## src/rtl/led_trail_fader.sv

```systemverilog
// -----------------------------------------------------------------------------
// led_trail_fader
//
// Downstream stage of the LED rotator. Takes the rotator's one-hot pattern and
// drives the board LEDs with per-channel PWM so that the lit LED leaves a
// fading "comet trail": a newly lit LED jumps to full brightness, and an LED
// that is released decays linearly to off.
//
// Ports:
//   CLOCK_50       in   1         system clock (50 MHz)
//   RESET_N        in   1         synchronous active-low reset
//   pattern_in     in   NUM_LEDS  LED pattern from the rotator
//   pattern_valid  in   1         one-cycle strobe, pattern_in sampled when high
//   enable         in   1         output enable, low blanks all LEDs
//   LEDR           out  NUM_LEDS  PWM-modulated LED drive (registered)
//   frame_tick     out  1         one-cycle pulse after the PWM terminal count
//
// Build option:
//   LED_TRAIL_GAMMA_EN  when defined, the PWM compare uses a gamma-corrected
//                       duty (shadow*shadow >> PWM_BITS) instead of the linear
//                       shadow value. Default build is linear.
// -----------------------------------------------------------------------------
module led_trail_fader #(
    parameter int NUM_LEDS   = 8,
    parameter int PWM_BITS   = 8,
    parameter int DECAY_DIV  = 250000,
    parameter int DECAY_STEP = 8
) (
    input  logic                CLOCK_50,
    input  logic                RESET_N,
    input  logic [NUM_LEDS-1:0] pattern_in,
    input  logic                pattern_valid,
    input  logic                enable,
    output logic [NUM_LEDS-1:0] LEDR,
    output logic                frame_tick
);

    localparam int                  DIV_W    = (DECAY_DIV > 1) ? $clog2(DECAY_DIV) : 1;
    localparam logic [PWM_BITS-1:0] BMAX     = '1;
    localparam logic [DIV_W-1:0]    DIV_LAST = DIV_W'(DECAY_DIV - 1);
    localparam logic [PWM_BITS:0]   STEP_EXT = (PWM_BITS + 1)'(DECAY_STEP);

    logic [PWM_BITS-1:0] pwm_cnt;
    logic [DIV_W-1:0]    decay_cnt;
    logic [NUM_LEDS-1:0] cur_pattern;
    logic [PWM_BITS-1:0] bright     [NUM_LEDS];
    logic [PWM_BITS-1:0] shadow     [NUM_LEDS];
    logic [PWM_BITS-1:0] bright_nxt [NUM_LEDS];
    logic [PWM_BITS:0]   dec_ext    [NUM_LEDS];
    logic [PWM_BITS-1:0] duty       [NUM_LEDS];
    logic [NUM_LEDS-1:0] eff_pattern;
    logic                decay_tick;
    logic                frame_end;

    assign frame_end  = (pwm_cnt == BMAX);
    assign decay_tick = (decay_cnt == DIV_LAST);

    // Next brightness per channel. A fresh load wins, a lit channel holds full
    // scale, otherwise the channel decays on a decay tick. The decrement is
    // done one bit wider so a borrow shows up in the top bit and clamps to 0
    // instead of wrapping back to full brightness.
    always_comb begin
        // NOTE: every combinational output is assigned on all paths (here
        // unconditionally first), otherwise synthesis infers a latch.
        eff_pattern = pattern_valid ? pattern_in : cur_pattern;
        for (int i = 0; i < NUM_LEDS; i++) begin
            dec_ext[i] = {1'b0, bright[i]} - STEP_EXT;
            if (pattern_valid && pattern_in[i]) begin
                bright_nxt[i] = BMAX;
            end else if (eff_pattern[i]) begin
                bright_nxt[i] = BMAX;
            end else if (decay_tick) begin
                bright_nxt[i] = dec_ext[i][PWM_BITS] ? '0 : dec_ext[i][PWM_BITS-1:0];
            end else begin
                bright_nxt[i] = bright[i];
            end
        end
    end

`ifdef LED_TRAIL_GAMMA_EN
    // Gamma-corrected duty, squared at double width and registered on the same
    // edge that loads the shadow, so the compare latency is unchanged.
    logic [PWM_BITS-1:0]   gamma_duty [NUM_LEDS];
    logic [2*PWM_BITS-1:0] bright_sq  [NUM_LEDS];

    always_comb begin
        for (int i = 0; i < NUM_LEDS; i++) begin
            bright_sq[i] = (2*PWM_BITS)'(bright[i]) * (2*PWM_BITS)'(bright[i]);
            duty[i]      = gamma_duty[i];
        end
    end

    always_ff @(posedge CLOCK_50) begin
        if (!RESET_N) begin
            for (int i = 0; i < NUM_LEDS; i++) begin
                gamma_duty[i] <= '0;
            end
        end else if (frame_end) begin
            for (int i = 0; i < NUM_LEDS; i++) begin
                gamma_duty[i] <= bright_sq[i][2*PWM_BITS-1:PWM_BITS];
            end
        end
    end
`else
    always_comb begin
        for (int i = 0; i < NUM_LEDS; i++) begin
            duty[i] = shadow[i];
        end
    end
`endif

    always_ff @(posedge CLOCK_50) begin
        // NOTE: sequential state uses non-blocking assignments so every
        // register samples the pre-edge values, independent of statement order.
        if (!RESET_N) begin
            pwm_cnt     <= '0;
            decay_cnt   <= '0;
            cur_pattern <= '0;
            frame_tick  <= 1'b0;
            LEDR        <= '0;
            // NOTE: the brightness and shadow arrays are reset explicitly so a
            // reset in the middle of a fade leaves no tail on the LEDs.
            for (int i = 0; i < NUM_LEDS; i++) begin
                bright[i] <= '0;
                shadow[i] <= '0;
            end
        end else begin
            pwm_cnt    <= pwm_cnt + 1'b1;
            decay_cnt  <= decay_tick ? '0 : decay_cnt + 1'b1;
            frame_tick <= frame_end;
            if (pattern_valid) begin
                cur_pattern <= pattern_in;
            end
            for (int i = 0; i < NUM_LEDS; i++) begin
                bright[i] <= bright_nxt[i];
                // Duty only changes at the frame boundary, so a frame never
                // mixes two brightness levels.
                if (frame_end) begin
                    shadow[i] <= bright[i];
                end
                LEDR[i] <= enable && (pwm_cnt < duty[i]);
            end
        end
    end

endmodule
```

## config.mk

```make
export PLATFORM = sky130hd
export DESIGN_NAME = led_trail_fader
export DESIGN_NICKNAME = d
export VERILOG_FILES = /design/src/rtl/led_trail_fader.sv
export SDC_FILE = /design/constraint.sdc
export NUM_CORES = 1
export LEC_CHECK = 0
export CORE_MARGIN = 1
export CORE_UTILIZATION = 31
export CTS_BUF_LIST = sky130_fd_sc_hd__clkbuf_4
export DETAILED_ROUTE_END_ITERATION = 6
export PLACE_DENSITY = 0.58
export SKIP_CTS_REPAIR_TIMING = 1
export SLEW_MARGIN = 20
export SYNTH_ARGS = -nofsm -noshare
export SYNTH_HDL_FRONTEND = slang
export SYNTH_SLANG_ARGS = --single-unit
export TNS_END_PERCENT = 1
```

## constraint.sdc

```tcl
create_clock -name CLOCK_50 -period 3.4 [get_ports CLOCK_50]
set_clock_uncertainty 0.05 [all_clocks]
set_input_delay 0.68 -clock CLOCK_50 [delete_from_list [all_inputs] [get_ports CLOCK_50]]
set_output_delay 0.68 -clock CLOCK_50 [all_outputs]
set_load 0.005 [all_outputs]
```

* Yosys cells after proc, flatten, opt, wreduce, memory -nomap -nowiden
Memory sizes are Yosys's and may differ from the RTL's.
Cells that the tools add are included.
** Word-level totals
- Memory bits (writable) :: 128
- Memories :: 2
- Bits in registers :: 43
- Output and inout bits :: 9
- Logic and storage cells :: 115
- Input port bits :: 12
** Memory list
- bright :: depth 8, bits a word 8, read ports 8, clocked after Yosys merged registers in 0, wr ports 8, RTL line 46 : logic [PWM_BITS-1:0] bright [NUM_LEDS];
- shadow :: depth 8, bits a word 8, read ports 8, clocked after Yosys merged registers in 0, wr ports 8, RTL line 47 : logic [PWM_BITS-1:0] shadow [NUM_LEDS];
** Cells by class
- Bitwise operators :: 17
- Equality and inequality tests :: 2
- Muxes and demuxes :: 54
- Magnitude comparators :: 8
- Reduce and logical (&&, ||, !) cells :: 17
- Add/sub/neg operators :: 10
** Operators by type and width (number)
- 8-bit two-way mux :: 49
- 8-bit by 4-bit subtractor with 9-bit output (second input constant) :: 8
- 8-bit less-than comparator :: 8
- 18-bit by 1-bit adder with 18-bit output (second input constant) :: 1
- 18-bit == test (second input constant) :: 1
- 1-bit logical AND :: 16
- 1-bit OR :: 16
- 8-bit by 1-bit adder with 8-bit output (second input constant) :: 1
- 8-bit == test (second input constant) :: 1
- 1-bit two-way mux :: 5
- 2-bit OR reduction :: 1
- 1-bit inverter :: 1

* Logic depth before layout (Yosys ltp)
Gate-level depths: netlist (run 1).
- Depth in word-level cells :: 6
- Gate-level depth with buffers :: 7
- Mapped depth without buffers :: 6

* Least setup slack after synthesis (run 1)
OpenSTA, ideal clock, no wires.
- Path type :: reg-to-reg
- From :: reg pwm_cnt[1]
- To :: mem shadow[1][2], in the netlist shadow[0][10] (enable)
- Stages on the path, launching flop included :: 6
- Arrival time :: 2360 ps
- Setup time :: 407 ps
- Clock period less this slack :: 2816 ps
- Path buffers :: 1
- Slack :: 584 ps
- Required time :: 2943 ps
- Path through :: dfxtp_1 -> ha_1 -> and3_1 -> nand3_1 -> clkbuf_1 -> nand2_1
** RTL lines
- start, declared :: RTL line 43 : logic [PWM_BITS-1:0] pwm_cnt;
- start signal, assigned :: RTL line 128 : pwm_cnt <= pwm_cnt + 1'b1;
- end, declared :: RTL line 47

==> impl_results.md, run 1 <==
* Status: complete, no violations
* Number of nets at the end of the flow at between 800 and 900
* Non-filler cells, final at 1088
* Number of flip-flops and latches in the synthesized netlist at 139
* NetSw at ~900 uW
* Root Buffer Master: clkbuf_4
* Area of the die at 24000 um^2
* Critical path start-end classification: reg -> reg
* Internal Dissipation at approximately 2.6 mW
* Global route overflow at 0
* Clock buffers created by TritonCTS at 17
* Element type at the critical path start: flip-flop
* Share of synthesized registers carrying an async set or reset at 0
* Maximum number of pins on one net before global-route repair at 60
* Area delta synth->final at 13.4%
* Std-Cell Core Area at about 23000 um^2
* List of cells traversed by the critical path: ha_1, and4_1, nand2_1, buf_4, or4_1, a31oi_1
* Fraction of final layout cells with drive strength greater than 1 at 0.0930
* Data required, critical path at ~3800 ps
* Starting density of the core at 0.319
* Predominant post-synthesis flop cell: dfxtp_1
* Number of cells on the worst reg-to-reg path at 6
* Final HPWL from detailed placement at roughly 11 mm
* Achievable frequency at 0.390 GHz
* XOR/XNOR Fraction of Synth Area at 0.0217
* Die Span Y at approximately 160 um
* Remaining number of nets flagged by the antenna check after routing at 0
* Total setup violations reported at the end of the flow at 0
* DRT Wirelength at 16.1 mm
* Detailed-route DRC error count at 0
* Critical Path End Type: flip-flop
* Detailed router's first-iteration violation count at between 200 and 300
* Start point of the worst hold path: decay_cnt[0]
* Portion of total power attributed to sequential cells at 0.542
* Router iterations before antenna repair at 5
* Power per standard cell area at between 400 and 500 nW/um^2
* Number of top-level pins at 21
* Hold Path Depth at 1
* Register area share after synthesis at 0.449
* Worst R2R Setup Slack at roughly 830 ps
* Adder and majority cell fraction of the synthesized area at 0.114
* Clk sink count at 139
* FF-to-FF Start: decay_cnt[0]
* Synthesized area at slightly above 7000 um^2
* Delay of the slowest cell on the worst path at 560 ps
* Measured slew at the worst slew-check pin at roughly 960 ps
* Dominant combinational cell family by area after synthesis: simple AND/OR/NAND/NOR gates
* Final count of pins violating max slew at 0
* Data arrival at the endpoint of the critical path at about 3000 ps
* Type of the worst min-delay path: reg -> reg
* Endpoints failing hold at 0
* Clk buf depth at 2
* Filler cell count in the final layout at 2274
* Fraction of the mapped netlist area in compound gates at 0.160
* Portion of the clock cycle consumed by the worst path in the final layout at 0.755
* Post-synthesis area per instance at around 10 um^2
* TritonCTS clock tree: built
* Leading cell type in the layout, fill and taps excluded: dfxtp_1
* Number of global-route vias before repair at around 5200
* Unique cell type count in the Yosys netlist at 49
* Relative contribution of combinational cells to total power at 0.107
* Area of all placed cells without fillers at 8230 um^2
* Lkg Pwr at approximately 3.3 nW
* End point of the most critical hold path: decay_cnt[0]
* Clock slew at the register clock pins of the worst setup and hold paths at approximately 130 ps
* Routed wirelength normalized by instance count at between 10 and 15 um
* Fraction of synthesized area in multiplexers at 0.0221
* Worst-case headroom to the max-slew limit at 0.357
* Sw Share at 0.263
* Via count at between 5000 and 6000
* Final min period at 2570 ps
* Capturing point of the worst reg2reg path: bright[0][11]
* Number of enable-type register cells in the synthesized netlist at 48
* Clock power frac at 0.351
* Max-capacitance violation count at 0
* Number of rows in the core area at between 50 and 60
* Simple-gate share of the synthesized area at 0.178
* Number of nets in the synthesized netlist at between 800 and 900
* Skew-Pair Late Insertion Delay at between 500 and 600 ps
* Placed insts at 1055
* Number of port buffers at 20
* Total GRT Usage at 0.144
* First-pass GRT wire length at roughly 27 mm
* Slowest stage cell on the critical path: nand2_1
* Initial antenna violation count at 1
* Warnings, synthesis at 0
* Sum of negative setup slack at 0 ps
* Horizontal die dimension at between 150 and 200 um
* Worst VDD drop at between 0.15 and 0.2 mV
* Final GP Congestion at about 0.74
* Critical path peak fanout at 27
* Unrepaired setup endpoints after global routing: no
* Placement-stage cell area at 7910 um^2
* Post-synthesis instance total at 730
* Most frequent cells in the layout: dfxtp_1, inv_1, ha_1
* Via/cell ratio at ~5.0
* Depth of the CTS H-tree at 4
[logic make-up after synthesis]
kind of cell | after synthesis
simple gates | 226
buf+inv | 103
xor+xnor | 18
compound gates | 163
flops | 139
mux | 15
fa+ha+maj | 66
[per-layer routing]
| metal | up-vias | wire [um] | track usage |
|---|---|---|---|
| li1 | 2777 | - | - |
| met4 | 0 | 255 | 0.0556 |
| met5 | - | 0 | 0 |
| met1 | 2498 | 8180 | 0.199 |
| met3 | 23 | 664 | 0.0312 |
| met2 | 111 | 6980 | 0.217 |
[through the flow]
step	setup slack [ps]	util	hold slack, ps	total power [mW]
floorplan	584	-	380	2.17
finish	833	0.361	428	3.49
detailed placement	857	0.347	401	2.30
global route	621	0.361	487	3.67
CTS	821	0.361	434	3.53
global placement	835	0.347	398	2.30
[worst max-delay path: cells and delay by family (launching register included)]
kind / cells / cell delay (ps)
adder cells (fa/ha/maj): 1 / 210
buffers and inverters: 1 / 400
flip-flops: 1 / 400
AO/OA/AOI/OAI: 1 / 160
AND/OR/NAND/NOR: 3 / 1260
[registers in the layout, indices dropped and copies added, names as in the netlist]
name / flops
LEDR: 8
cur_pattern: 8
pwm_cnt: 8
bright: 48
decay_cnt: 18
shadow: 48
frame_tick: 1
[area by class of cell]
| cell class | instances | area (um^2) | share of cell area |
|---|---|---|---|
| Antenna cell | 1 | 2.50 | 0.000304 |
| Multi-Input combinational cell | 488 | 3600 | 0.438 |
| Tap cell | 313 | 392 | 0.0476 |
| Inverter | 73 | 274 | 0.0333 |
| Timing Repair Buffer | 42 | 378 | 0.0459 |
| Sequential cell | 139 | 3260 | 0.396 |
| Clock buffer | 17 | 128 | 0.0155 |
| Clock inverter | 15 | 194 | 0.0236 |
[cell usage after synthesis (9+ instances only)]
cell type  instances  area share
and4_1            10       0.012
nand3_1           17       0.012
nand4_1           10      0.0086
and2_1            30       0.026
nor4_1            12       0.010
or4_1             22       0.023
or3_1             11      0.0095
inv_1             72       0.037
o31ai_1           11       0.011
clkbuf_1          19      0.0098
nand2_1           21       0.011
buf_2              9      0.0062
dfxtp_1           91        0.25
o21ai_0           29       0.020
ha_1              66        0.11
edfxtp_1          48        0.20
a211oi_1          16       0.017
a21o_1            26       0.027
nor3_1            18       0.012
a31oi_1           30       0.026
nor2_1            47       0.024
o21a_1             9      0.0093
xnor2_1           12       0.014
[how the worst max path moves through the flow]
stage	from	endpoint	cells past startpoint
after CTS	decay_cnt[0]	bright[0][11]	6
after floorplan	pwm_cnt[1]	shadow[0][10]	5
after detailed placement	pattern_valid	bright[0][22]	5
after global routing	decay_cnt[0]	bright[0][11]	6
final	decay_cnt[0]	bright[0][11]	6
after global placement	pattern_valid	bright[0][22]	5
[power by group through the flow]
stage	Combinational, mW	Clock (mW)	Sequential (mW)
5_1_grt	0.426	1.34	1.90
3_5_place_dp	0.376	0	1.93
3_3_place_gp	0.371	0	1.92
6_report	0.373	1.22	1.89
4_1_cts	0.378	1.26	1.89
2_1_floorplan	0.267	0	1.90
No activity file was read; power rests on OpenSTA's default activity.
==> inputs of run 2 (changes only) <==
PLACE_DENSITY = 0.59   (was 0.58)
clock period = 2.19 ns   (was 3.4 ns; I/O delays follow)
==> run 2 against run 1 <==
Net effect: global-route usage up 0.054 points; die area did not move; via count rose by 1.1%; final area increased by 2.7%; clock power increased by 57%; register-to-register slack lost 730 ps; critical path type unchanged; sequential cell count stayed put; final cell count is 2.0% higher; sequential power up 54%; combinational power increased by 65%; worst hold slack better by 19 ps; critical path depth unchanged.
==> impl_results.md, run 2 (synthesized netlist as in run 1, its figures left out) <==
* Status: complete, no violations
* Clock buffers created by TritonCTS at 17
* Horizontal die dimension at around 160 um
* Global route overflow at 0
* Router iterations before antenna repair at 4
* Number of nets at the end of the flow at between 800 and 900
* Critical Path End Type: flip-flop
* Via count at 5469
* Post-Route Hold Slack at ~450 ps
* Fraction of final layout cells with drive strength greater than 1 at 0.118
* Portion of total power attributed to sequential cells at 0.535
* Skew-Pair Late Insertion Delay at ~550 ps
* Std-Cell Core Area at around 23000 um^2
* DRT Wirelength at 16.1 mm
* Starting density of the core at 0.319
* Achievable frequency at roughly 0.48 GHz
* Unrepaired setup endpoints after global routing: no
* Data arrival at the endpoint of the critical path at about 2500 ps
* Worst R2R Setup Slack at ~100 ps
* Largest registers in the final layout: bright x48, shadow x48, decay_cnt x18
* Maximum number of pins on one net before global-route repair at 42
* Final HPWL from detailed placement at between 10 and 15 mm
* Depth of the CTS H-tree at 4
* Internal Dissipation at ~4.1 mW
* Number of global-route vias before repair at 5298
* Slowest stage cell on the critical path: or4_1
* Element type at the critical path start: flip-flop
* Placed insts at roughly 1100
* Worst-case headroom to the max-slew limit at 0.573
* Area delta synth->final at 16.5%
* Most frequent cells in the layout: dfxtp_1, inv_1, ha_1
* Sequential cell area at roughly 3300 um^2
* Met3 layer usage reported by global route at 0.0304
* Total GRT Usage at 0.144
* Overall power of the completed layout at between 5 and 6 mW
* Final design utilization at 0.371
* NetSw at between 1 and 1.5 mW
* Clk buf depth at 2
* TritonCTS clock tree: built
* Max-capacitance violation count at 0
* Die Span Y at 155 um
* Filler cell count in the final layout at between 2000 and 2500
* Routed wirelength normalized by instance count at ~14 um
* Portion of the clock cycle consumed by the worst path in the final layout at 0.954
* Number of port buffers at 20
* Total setup violations reported at the end of the flow at 0
* Number of top-level pins at 21
* Number of rows in the core area at 55
* Most used routing layer in global routing: met2
* Sum of negative setup slack at 0 ps
* Critical path start-end classification: reg -> reg
* Clock slew at the register clock pins of the worst setup and hold paths at around 110 ps
* Met1 usage in global routing at 0.193
* Delay of the slowest cell on the worst path at 550 ps
* Via/cell ratio at about 4.9
* Type of the worst min-delay path: reg -> reg
* First-pass GRT wire length at between 20 and 30 mm
* Measured slew at the worst slew-check pin at ~630 ps
* Lkg Pwr at around 3.5 nW
* Worst VDD drop at roughly 0.25 mV
* Initial antenna violation count at 1
* Endpoints failing hold at 0
* Detailed-route DRC error count at 0
* Area of the die at about 24000 um^2
* List of cells traversed by the critical path: ha_1, and4_1, nand4_1, buf_4, or4_1, a41oi_2
* Power per standard cell area at roughly 650 nW/um^2
* Combined area of the multi-input logic cells at about 3600 um^2
* Clock power frac at 0.352
* Number of buffers and inverters on the critical path at 1
* Detailed router's first-iteration violation count at 302
* Final count of pins violating max slew at 0
* Critical path peak fanout at 20
* Global Route met2 Usage at 0.227
* Data required, critical path at between 2000 and 3000 ps
* Leading cell type in the layout, fill and taps excluded: dfxtp_1
* Sw Share at 0.256
* Final GP Congestion at between 0.7 and 0.8
* Final min period at 2090 ps
* Non-filler cells, final at around 1100
* Remaining number of nets flagged by the antenna check after routing at 0
* Relative contribution of combinational cells to total power at 0.113
* Clk sink count at about 140
* Root Buffer Master: clkbuf_4
* Largest delay contributor family on the critical path: simple AND/OR/NAND/NOR gates
run 2: cell types whose count changed in the layout (fill, tap and decap cells not counted), sizes merged:
cell | previous run | this run
buf | 22 | 44
clkbuf | 17 | 21
clkinv | 6 | 7
clkinvlp | 2 | 1
inv | 76 | 72
run 2: power by group through the flow:
stage                     Combinational [mW]  Sequential (mW)  Clock (mW)
final                                  0.617             2.92        1.92
after floorplan                        0.415             2.95           0
after detailed placement               0.617             2.98           0
after global routing                   0.707             2.94        2.08
after global placement                 0.609             2.98           0
after CTS                              0.621             2.92        1.97
run 2: area by class of cell:
type,count,area share
diodes,1,0.000296
clock buffers,21,0.0186
clock inverters,11,0.0203
inverters,73,0.0324
multi-input cells,488,0.428
flip-flops and latches,139,0.386
well taps,313,0.0463
repair buffers,64,0.0686
run 2: final timing paths:
kind,startpoint,endpoint,cells past startpoint
worst max-delay path,decay_cnt[0],bright[1][21],6
worst min-delay path,decay_cnt[0],decay_cnt[0],1
worst max register to register,decay_cnt[0],bright[1][21],6
worst min register to register,decay_cnt[0],decay_cnt[0],1
run 2: worst reg2reg max path: cells and delay by family, from the launching register on:
kind	cells	cell delay [ps]
AOI/OAI and AO/OA	1	190
buffers and inverters	1	230
DFF	1	400
and+or+nand+nor	3	950
adders and majority gates	1	210
run 2: per-stage QoR:
| step | area, um^2 | worst slack [ps] |
|---|---|---|
| 3_5_place_dp | 8120 | -198 |
| 4_1_cts | 8450 | 51.9 |
| 5_1_grt | 8460 | 26.9 |
| 3_3_place_gp | 8120 | -231 |
| 6_report | 8460 | 99.8 |
| 2_1_floorplan | 7270 | 46.6 |
run 2: layer usage:
layer / vias up / share of wire
met3: 21 / 0.034
met1: 2536 / 0.50
met2: 86 / 0.45
li1: 2826 / -
met4: 0 / 0.014
met5: - / 0
